==> src/rtl/multi_ramp_pwm_pkg.sv <==
// Shared definitions for the multi-channel ramp-modulated PWM generator:
// channel mode encodings and the ramp step divider calculation.
package multi_ramp_pwm_pkg;

  typedef enum logic [1:0] {
    MODE_UP   = 2'b00,
    MODE_DOWN = 2'b01,
    MODE_TRI  = 2'b10,
    MODE_HOLD = 2'b11
  } mode_e;

  // Clocks per ramp step so that a full 2^bits-step ramp repeats at ramp_freq.
  function automatic int unsigned calc_step_div(input int unsigned clk_hz,
                                                input int unsigned ramp_freq,
                                                input int unsigned bits);
    longint unsigned den;
    den = longint'(ramp_freq) * (64'd1 << bits);
    if (den == 0) return 0;
    return int'(longint'(clk_hz) / den);
  endfunction

endpackage

==> src/rtl/pwm_channel.sv <==
// One PWM channel: shapes the phase-shifted shared ramp into a duty value,
// latches it at the carrier boundary and compares it against the carrier.
module pwm_channel
  import multi_ramp_pwm_pkg::*;
#(
  parameter int unsigned PWM_BITS = 10
) (
  input  logic                clk,
  input  logic                rst,
  input  logic                en,
  input  logic [1:0]          mode,
  input  logic [PWM_BITS-1:0] phase,
  input  logic [PWM_BITS-1:0] cnt,
  input  logic [PWM_BITS-1:0] ramp,
  input  logic                load,
  output logic                pwm_out
);

  logic [PWM_BITS-1:0] v;
  logic [PWM_BITS-1:0] shaped;
  logic [PWM_BITS-1:0] duty_d, duty_q;
  logic                pwm_d, pwm_q;

  always_comb begin
    v      = ramp + phase;
    shaped = duty_q;
    case (mode_e'(mode))
      MODE_UP:   shaped = v;
      MODE_DOWN: shaped = ~v;
      // Triangle folds the upper half back down, always even-valued.
      MODE_TRI:  shaped = v[PWM_BITS-1] ? {~v[PWM_BITS-2:0], 1'b0}
                                        : { v[PWM_BITS-2:0], 1'b0};
      MODE_HOLD: shaped = duty_q;
    endcase
    duty_d = load ? shaped : duty_q;
    pwm_d  = en & (cnt < duty_q);
  end

  always_ff @(posedge clk) begin
    if (rst) begin
      duty_q <= '0;
      pwm_q  <= 1'b0;
    end else begin
      duty_q <= duty_d;
      pwm_q  <= pwm_d;
    end
  end

  assign pwm_out = pwm_q;

endmodule

==> src/rtl/multi_ramp_pwm.sv <==
// Multi-channel PWM generator: shared carrier counter and slow shared ramp
// feeding N_CH independently shaped, phase-offset PWM channels.
module multi_ramp_pwm
  import multi_ramp_pwm_pkg::*;
#(
  parameter int unsigned CLK_HZ    = 50_000_000,
  parameter int unsigned RAMP_FREQ = 1_000,
  parameter int unsigned PWM_BITS  = 10,
  parameter int unsigned N_CH      = 4
) (
  input  logic                         clk,
  input  logic                         rst,
  input  logic [N_CH-1:0]              en,
  input  logic [2*N_CH-1:0]            mode,
  input  logic [PWM_BITS*N_CH-1:0]     phase,
  output logic [N_CH-1:0]              pwm_out,
  output logic                         ramp_wrap
);

  localparam int unsigned STEP_DIV = calc_step_div(CLK_HZ, RAMP_FREQ, PWM_BITS);
  localparam int unsigned DIV_W    = (STEP_DIV > 1) ? $clog2(STEP_DIV) : 1;
  localparam logic [DIV_W-1:0]    DIV_LAST = DIV_W'(STEP_DIV - 1);
  localparam logic [PWM_BITS-1:0] CNT_MAX  = '1;

  if (STEP_DIV < 1) begin : g_bad_step_div
    $error("multi_ramp_pwm: STEP_DIV < 1, clock too slow for RAMP_FREQ and PWM_BITS");
  end
  if (PWM_BITS < 3 || PWM_BITS > 16) begin : g_bad_bits
    $error("multi_ramp_pwm: PWM_BITS must be in 3..16");
  end
  if (N_CH < 1 || N_CH > 16) begin : g_bad_nch
    $error("multi_ramp_pwm: N_CH must be in 1..16");
  end

  logic [PWM_BITS-1:0] cnt_d, cnt_q;
  logic [DIV_W-1:0]    div_d, div_q;
  logic [PWM_BITS-1:0] r_d, r_q;
  logic                ramp_wrap_d, ramp_wrap_q;
  logic                step_tick;
  logic                load;

  always_comb begin
    step_tick   = (div_q == DIV_LAST);
    div_d       = step_tick ? '0 : div_q + 1'b1;
    cnt_d       = cnt_q + 1'b1;
    r_d         = step_tick ? r_q + 1'b1 : r_q;
    ramp_wrap_d = step_tick && (r_q == CNT_MAX);
    load        = (cnt_q == CNT_MAX);
  end

  always_ff @(posedge clk) begin
    if (rst) begin
      cnt_q       <= '0;
      div_q       <= '0;
      r_q         <= '0;
      ramp_wrap_q <= 1'b0;
    end else begin
      cnt_q       <= cnt_d;
      div_q       <= div_d;
      r_q         <= r_d;
      ramp_wrap_q <= ramp_wrap_d;
    end
  end

  assign ramp_wrap = ramp_wrap_q;

  for (genvar i = 0; i < N_CH; i++) begin : g_ch
    pwm_channel #(
      .PWM_BITS(PWM_BITS)
    ) u_ch (
      .clk     (clk),
      .rst     (rst),
      .en      (en[i]),
      .mode    (mode[2*i +: 2]),
      .phase   (phase[PWM_BITS*i +: PWM_BITS]),
      .cnt     (cnt_q),
      .ramp    (r_q),
      .load    (load),
      .pwm_out (pwm_out[i])
    );
  end

endmodule

==> config.mk <==
export PLATFORM = sky130hd
export DESIGN_NAME = multi_ramp_pwm
export DESIGN_NICKNAME = d
export VERILOG_FILES = /design/src/rtl/multi_ramp_pwm_pkg.sv /design/src/rtl/pwm_channel.sv /design/src/rtl/multi_ramp_pwm.sv
export SDC_FILE = /design/constraint.sdc
export NUM_CORES = 1
export LEC_CHECK = 0
export CAP_MARGIN = 20
export CORE_MARGIN = 1
export CORE_UTILIZATION = 40
export CTS_BUF_LIST = sky130_fd_sc_hd__clkbuf_16
export DETAILED_ROUTE_END_ITERATION = 7
export GPL_TIMING_DRIVEN = 0
export PLACE_DENSITY_LB_ADDON = 0.3
export SYNTH_ARGS = -nofsm -noshare
export SYNTH_HDL_FRONTEND = slang
export SYNTH_SLANG_ARGS = --single-unit
==> constraint.sdc <==
create_clock -name clk -period 4.3 [get_ports clk]
set_input_delay 0.86 -clock clk [delete_from_list [all_inputs] [get_ports clk]]
set_output_delay 0.86 -clock clk [all_outputs]
set_load 0.03 [all_outputs]
==> impl_metrics.prom <==
# TYPE chip_impl_metric gauge
chip_impl_info{name="run_status",value="completed"} 1
chip_impl_metric{name="final.setup.tns",unit="ns"} 0
chip_impl_info{name="path_delay_family",value="compound AO/OA/AOI/OAI gates"} 1
chip_impl_metric{name="drt_iter0_drc",unit=""} 407
chip_impl_metric{name="post_synth_instance_area",unit="um2"} 6330
chip_impl_info{name="setup_repair_after_global_routing_missed_its_margin",value="false"} 1
chip_impl_metric{name="global_route.usage.total",unit="%"} 20.4
chip_impl_info{name="synth_top_cells_by_area",value="dfxtp_1 22%, ha_1 17%, xnor2_1 5.3%"} 1
chip_impl_metric{name="worst_path_arrival",unit="ns"} 3.52
chip_impl_metric{name="cts_max_level",unit=""} 3
chip_impl_metric{name="hold_viol_final",unit=""} 0
chip_impl_metric{name="grt_pass1_wl",unit="mm"} 25.9
chip_impl_metric{name="grt_overflow_total",unit=""} 0
chip_impl_info{name="synth_largest_area_cell",value="dfxtp_1"} 1
chip_impl_info{name="final_common_cell",value="ha_1"} 1
chip_impl_metric{name="numCtsBuffers",unit=""} 9
chip_impl_info{name="yosys_most_used_dff",value="dfxtp_1"} 1
chip_impl_metric{name="area_delta_synth_final",unit="%"} 18.1
chip_impl_metric{name="clk_pin_slew_worst_paths",unit="ns"} 0.06
chip_impl_metric{name="clkLatencyLatePin",unit="ns"} 0.34
chip_impl_metric{name="vias_per_cell",unit=""} 5.36
chip_impl_metric{name="synthDistinctLibCells",unit=""} 63
chip_impl_metric{name="max-vdd-ir-drop",unit="mV"} 0.214
chip_impl_metric{name="route.vias.total",unit=""} 5701
chip_impl_metric{name="place_worst_setup_slack",unit="ns"} 0.680
chip_impl_info{name="setup.worst_path.start_class",value="input pin"} 1
chip_impl_metric{name="clock_path_buffers",unit=""} 2
chip_impl_metric{name="synth_fp_nets",unit=""} 924
chip_impl_metric{name="fin_crit",unit="ns"} 3.27
chip_impl_metric{name="cts_resized",unit=""} 0
chip_impl_metric{name="worst-path-buf-inv",unit=""} 1
chip_impl_metric{name="antenna_cells",unit=""} 0
chip_impl_metric{name="postLayoutCoreUtil",unit="%"} 48.8
chip_impl_metric{name="synth-async-reset-ratio",unit="%"} 0
chip_impl_metric{name="cp_slowest_stage_delay",unit="ns"} 0.44
chip_impl_metric{name="achievable_freq",unit="MHz"} 306
chip_impl_info{name="tritoncts",value="done"} 1
chip_impl_metric{name="ys.warnings.count",unit=""} 0
chip_impl_metric{name="grt_start_max_net_pins",unit=""} 13
chip_impl_metric{name="detail_route.wl_per_cell",unit="um"} 15.3
chip_impl_metric{name="floorplan.initialDensity",unit="%"} 41.3
chip_impl_info{name="crit_top_cell",value="a211oi_1"} 1
chip_impl_info{name="critical_path.cell_chain",value="clkdlybuf4s50_1 -> ha_1 -> fa_1 -> a211oi_1 -> o211ai_1 -> a21oi_1 -> xor2_1 -> nand2_1 -> a31o_2 -> a211oi_1"} 1
chip_impl_metric{name="die-area",unit="um2"} 16300
chip_impl_metric{name="max_cap_viol_count",unit=""} 0
chip_impl_metric{name="place.gp.congestion",unit=""} 0.843
chip_impl_info{name="cp-end-kind",value="flip-flop"} 1
chip_impl_metric{name="synth-edff-count",unit=""} 0
chip_impl_metric{name="wl",unit="mm"} 16.3
chip_impl_metric{name="syn_avg_cell_area",unit="um2"} 8.12
chip_impl_metric{name="worst_clock_skew",unit="ns"} 0.00432
chip_impl_info{name="mostFrequentLayoutCells",value="87 x ha_1, 71 x dfxtp_1, 70 x nor2_1"} 1
chip_impl_metric{name="powerDensity",unit="nW/um2"} 238
chip_impl_metric{name="netlist_instances",unit=""} 779
chip_impl_metric{name="crit_fanout",unit=""} 4
chip_impl_metric{name="final.period_utilization",unit="%"} 76.1
chip_impl_metric{name="drt_drc_violations_left",unit=""} 0
chip_impl_metric{name="drv_slew",unit=""} 0
chip_impl_metric{name="clock_sink_count",unit=""} 71
chip_impl_metric{name="floorplan.die.width",unit="um"} 128
chip_impl_metric{name="synthDominantCellAreaShare",unit="%"} 22.5
chip_impl_metric{name="finalSetupViolations",unit=""} 0
chip_impl_metric{name="detailed_place_hpwl",unit="mm"} 12.3
chip_impl_metric{name="seq_area",unit="um2"} 1420
chip_impl_metric{name="final_nets",unit=""} 992
chip_impl_metric{name="drt_pass1_iterations",unit=""} 5
chip_impl_metric{name="floorplan.rows",unit=""} 45
chip_impl_metric{name="cts_setup_buffers",unit=""} 0
chip_impl_info{name="cts_root_buffer",value="clkbuf_16"} 1
chip_impl_metric{name="critPathRequiredTime",unit="ns"} 4.55
chip_impl_metric{name="die_height",unit="um"} 128
chip_impl_metric{name="core",unit="um2"} 15300
chip_impl_metric{name="placement.cell_area",unit="um2"} 7160
chip_impl_metric{name="io_buffer_count",unit=""} 57
chip_impl_metric{name="ys_seq_area_share",unit="%"} 22.5
chip_impl_metric{name="finalPower",unit="mW"} 1.78
chip_impl_metric{name="antenna_found_initial",unit=""} 0
chip_impl_metric{name="vias_in_the_first_global_route",unit=""} 5302
chip_impl_info{name="slowest_cell_on_the_critical_path",value="clkdlybuf4s50_1"} 1
chip_impl_metric{name="synth-seq-cells",unit=""} 71
chip_impl_metric{name="layout_setup_ws",unit="ns"} 1.03
chip_impl_metric{name="post-route-cell-area",unit="um2"} 7470
chip_impl_metric{name="postCtsHoldBufs",unit=""} 0
chip_impl_metric{name="max_slew.worst_pin.slew",unit="ns"} 0.693
chip_impl_metric{name="proportion_of_layout_cells_with_a_drive_suffix_above_1",unit="%"} 4.69
chip_impl_metric{name="antenna_left",unit=""} 0
chip_impl_metric{name="timing.slew.headroom",unit="%"} 53.8
chip_impl_metric{name="fillers",unit=""} 1543
chip_impl_metric{name="design.portCount",unit=""} 59
chip_impl_metric{name="p_leak",unit="nW"} 3.01
chip_impl_info{name="hold_class",value="flip-flop to flip-flop"} 1
chip_impl_info{name="worst-setup-path-type",value="input pin to flip-flop"} 1
chip_impl_metric{name="area_used_by_multi_input_combinational_logic",unit="um2"} 4550
synth_stat cells (4+ instances only):
master / number
o21ai_0: 36
fa_1: 4
mux2i_1: 17
nand4_1: 6
xor2_1: 32
a21o_1: 27
or2_2: 5
a31oi_1: 10
dfxtp_1: 71
a221oi_1: 7
nand2_1: 49
nor3_1: 13
nand3_1: 23
a21oi_1: 52
a211oi_1: 22
o211ai_1: 7
nor2b_1: 13
a311oi_1: 11
or3_1: 13
clkbuf_1: 22
o21a_1: 8
xnor2_1: 38
nor2_1: 70
buf_4: 6
nand2b_1: 5
nor4_1: 4
o21bai_1: 10
o31ai_1: 4
inv_1: 58
and2_1: 5
ha_1: 87
kinds of logic (layout without fill, tap and decap cells):
family / count (synthesis) / in the layout / share of synthesized area (%)
AO/OA/AOI/OAI: 217 / 217 / 23.4
buffers and inverters: 89 / 162 / 5.66
adder cells (fa/ha/maj): 91 / 91 / 18.5
flip-flops: 71 / 71 / 22.5
AND/OR/NAND/NOR: 221 / 221 / 16.8
multiplexers: 19 / 19 / 3.05
XOR/XNOR: 71 / 71 / 10.1
flip-flops by register name, summed over array words and instances, names as in the netlist:
signal and count:
r_q 10, g_ch.u_ch.pwm_out 4, div_q 6, ramp_wrap 1
g_ch.u_ch.duty_q 40, cnt_q 10
path summary, 6_finish.rpt:
path | start | end | slack (ns) | cells past startpoint
hold / removal | div_q[0] | div_q[0] | 0.44 | 1
setup reg to reg | r_q[1] | g_ch[0].u_ch.duty_q[7] | 1.28 | 9
hold reg to reg | div_q[0] | div_q[0] | 0.44 | 1
setup / recovery | phase[0] | g_ch[0].u_ch.duty_q[9] | 1.03 | 10
routing by layer:
metal	share of wire (%)	up-vias	wire, um	track usage [%]
li1	-	2942	-	-
met1	48	2643	7870	27.2
met2	47	101	7610	34.5
met3	3.8	15	618	3.30
met4	1.3	0	210	4.43
met5	0	-	0	0
power breakdown:
group / internal (mW) / total [mW] / switching (mW)
Combinational: 0.151 / 0.311 / 0.160
Sequential: 0.665 / 0.673 / 0.00772
Clock: 0.503 / 0.793 / 0.289
area by class of cell:
cell class	instances	area share, %
multi-input combinational	619	60.8
sequential	71	19.0
timing repair buffer	57	7.63
tap	211	3.53
clock buffer	9	3.01
inverter	58	2.91
buffer	31	1.87
clock inverter	7	1.17
metrics by stage:
step	instances	hold slack, ns
3_5_place_dp	1047	0.438
3_3_place_gp	1047	0.432
6_report	1063	0.443
2_1_floorplan	779	0.418
5_1_grt	1063	0.469
4_1_cts	1063	0.447
No activity file was read; power rests on OpenSTA's default activity.
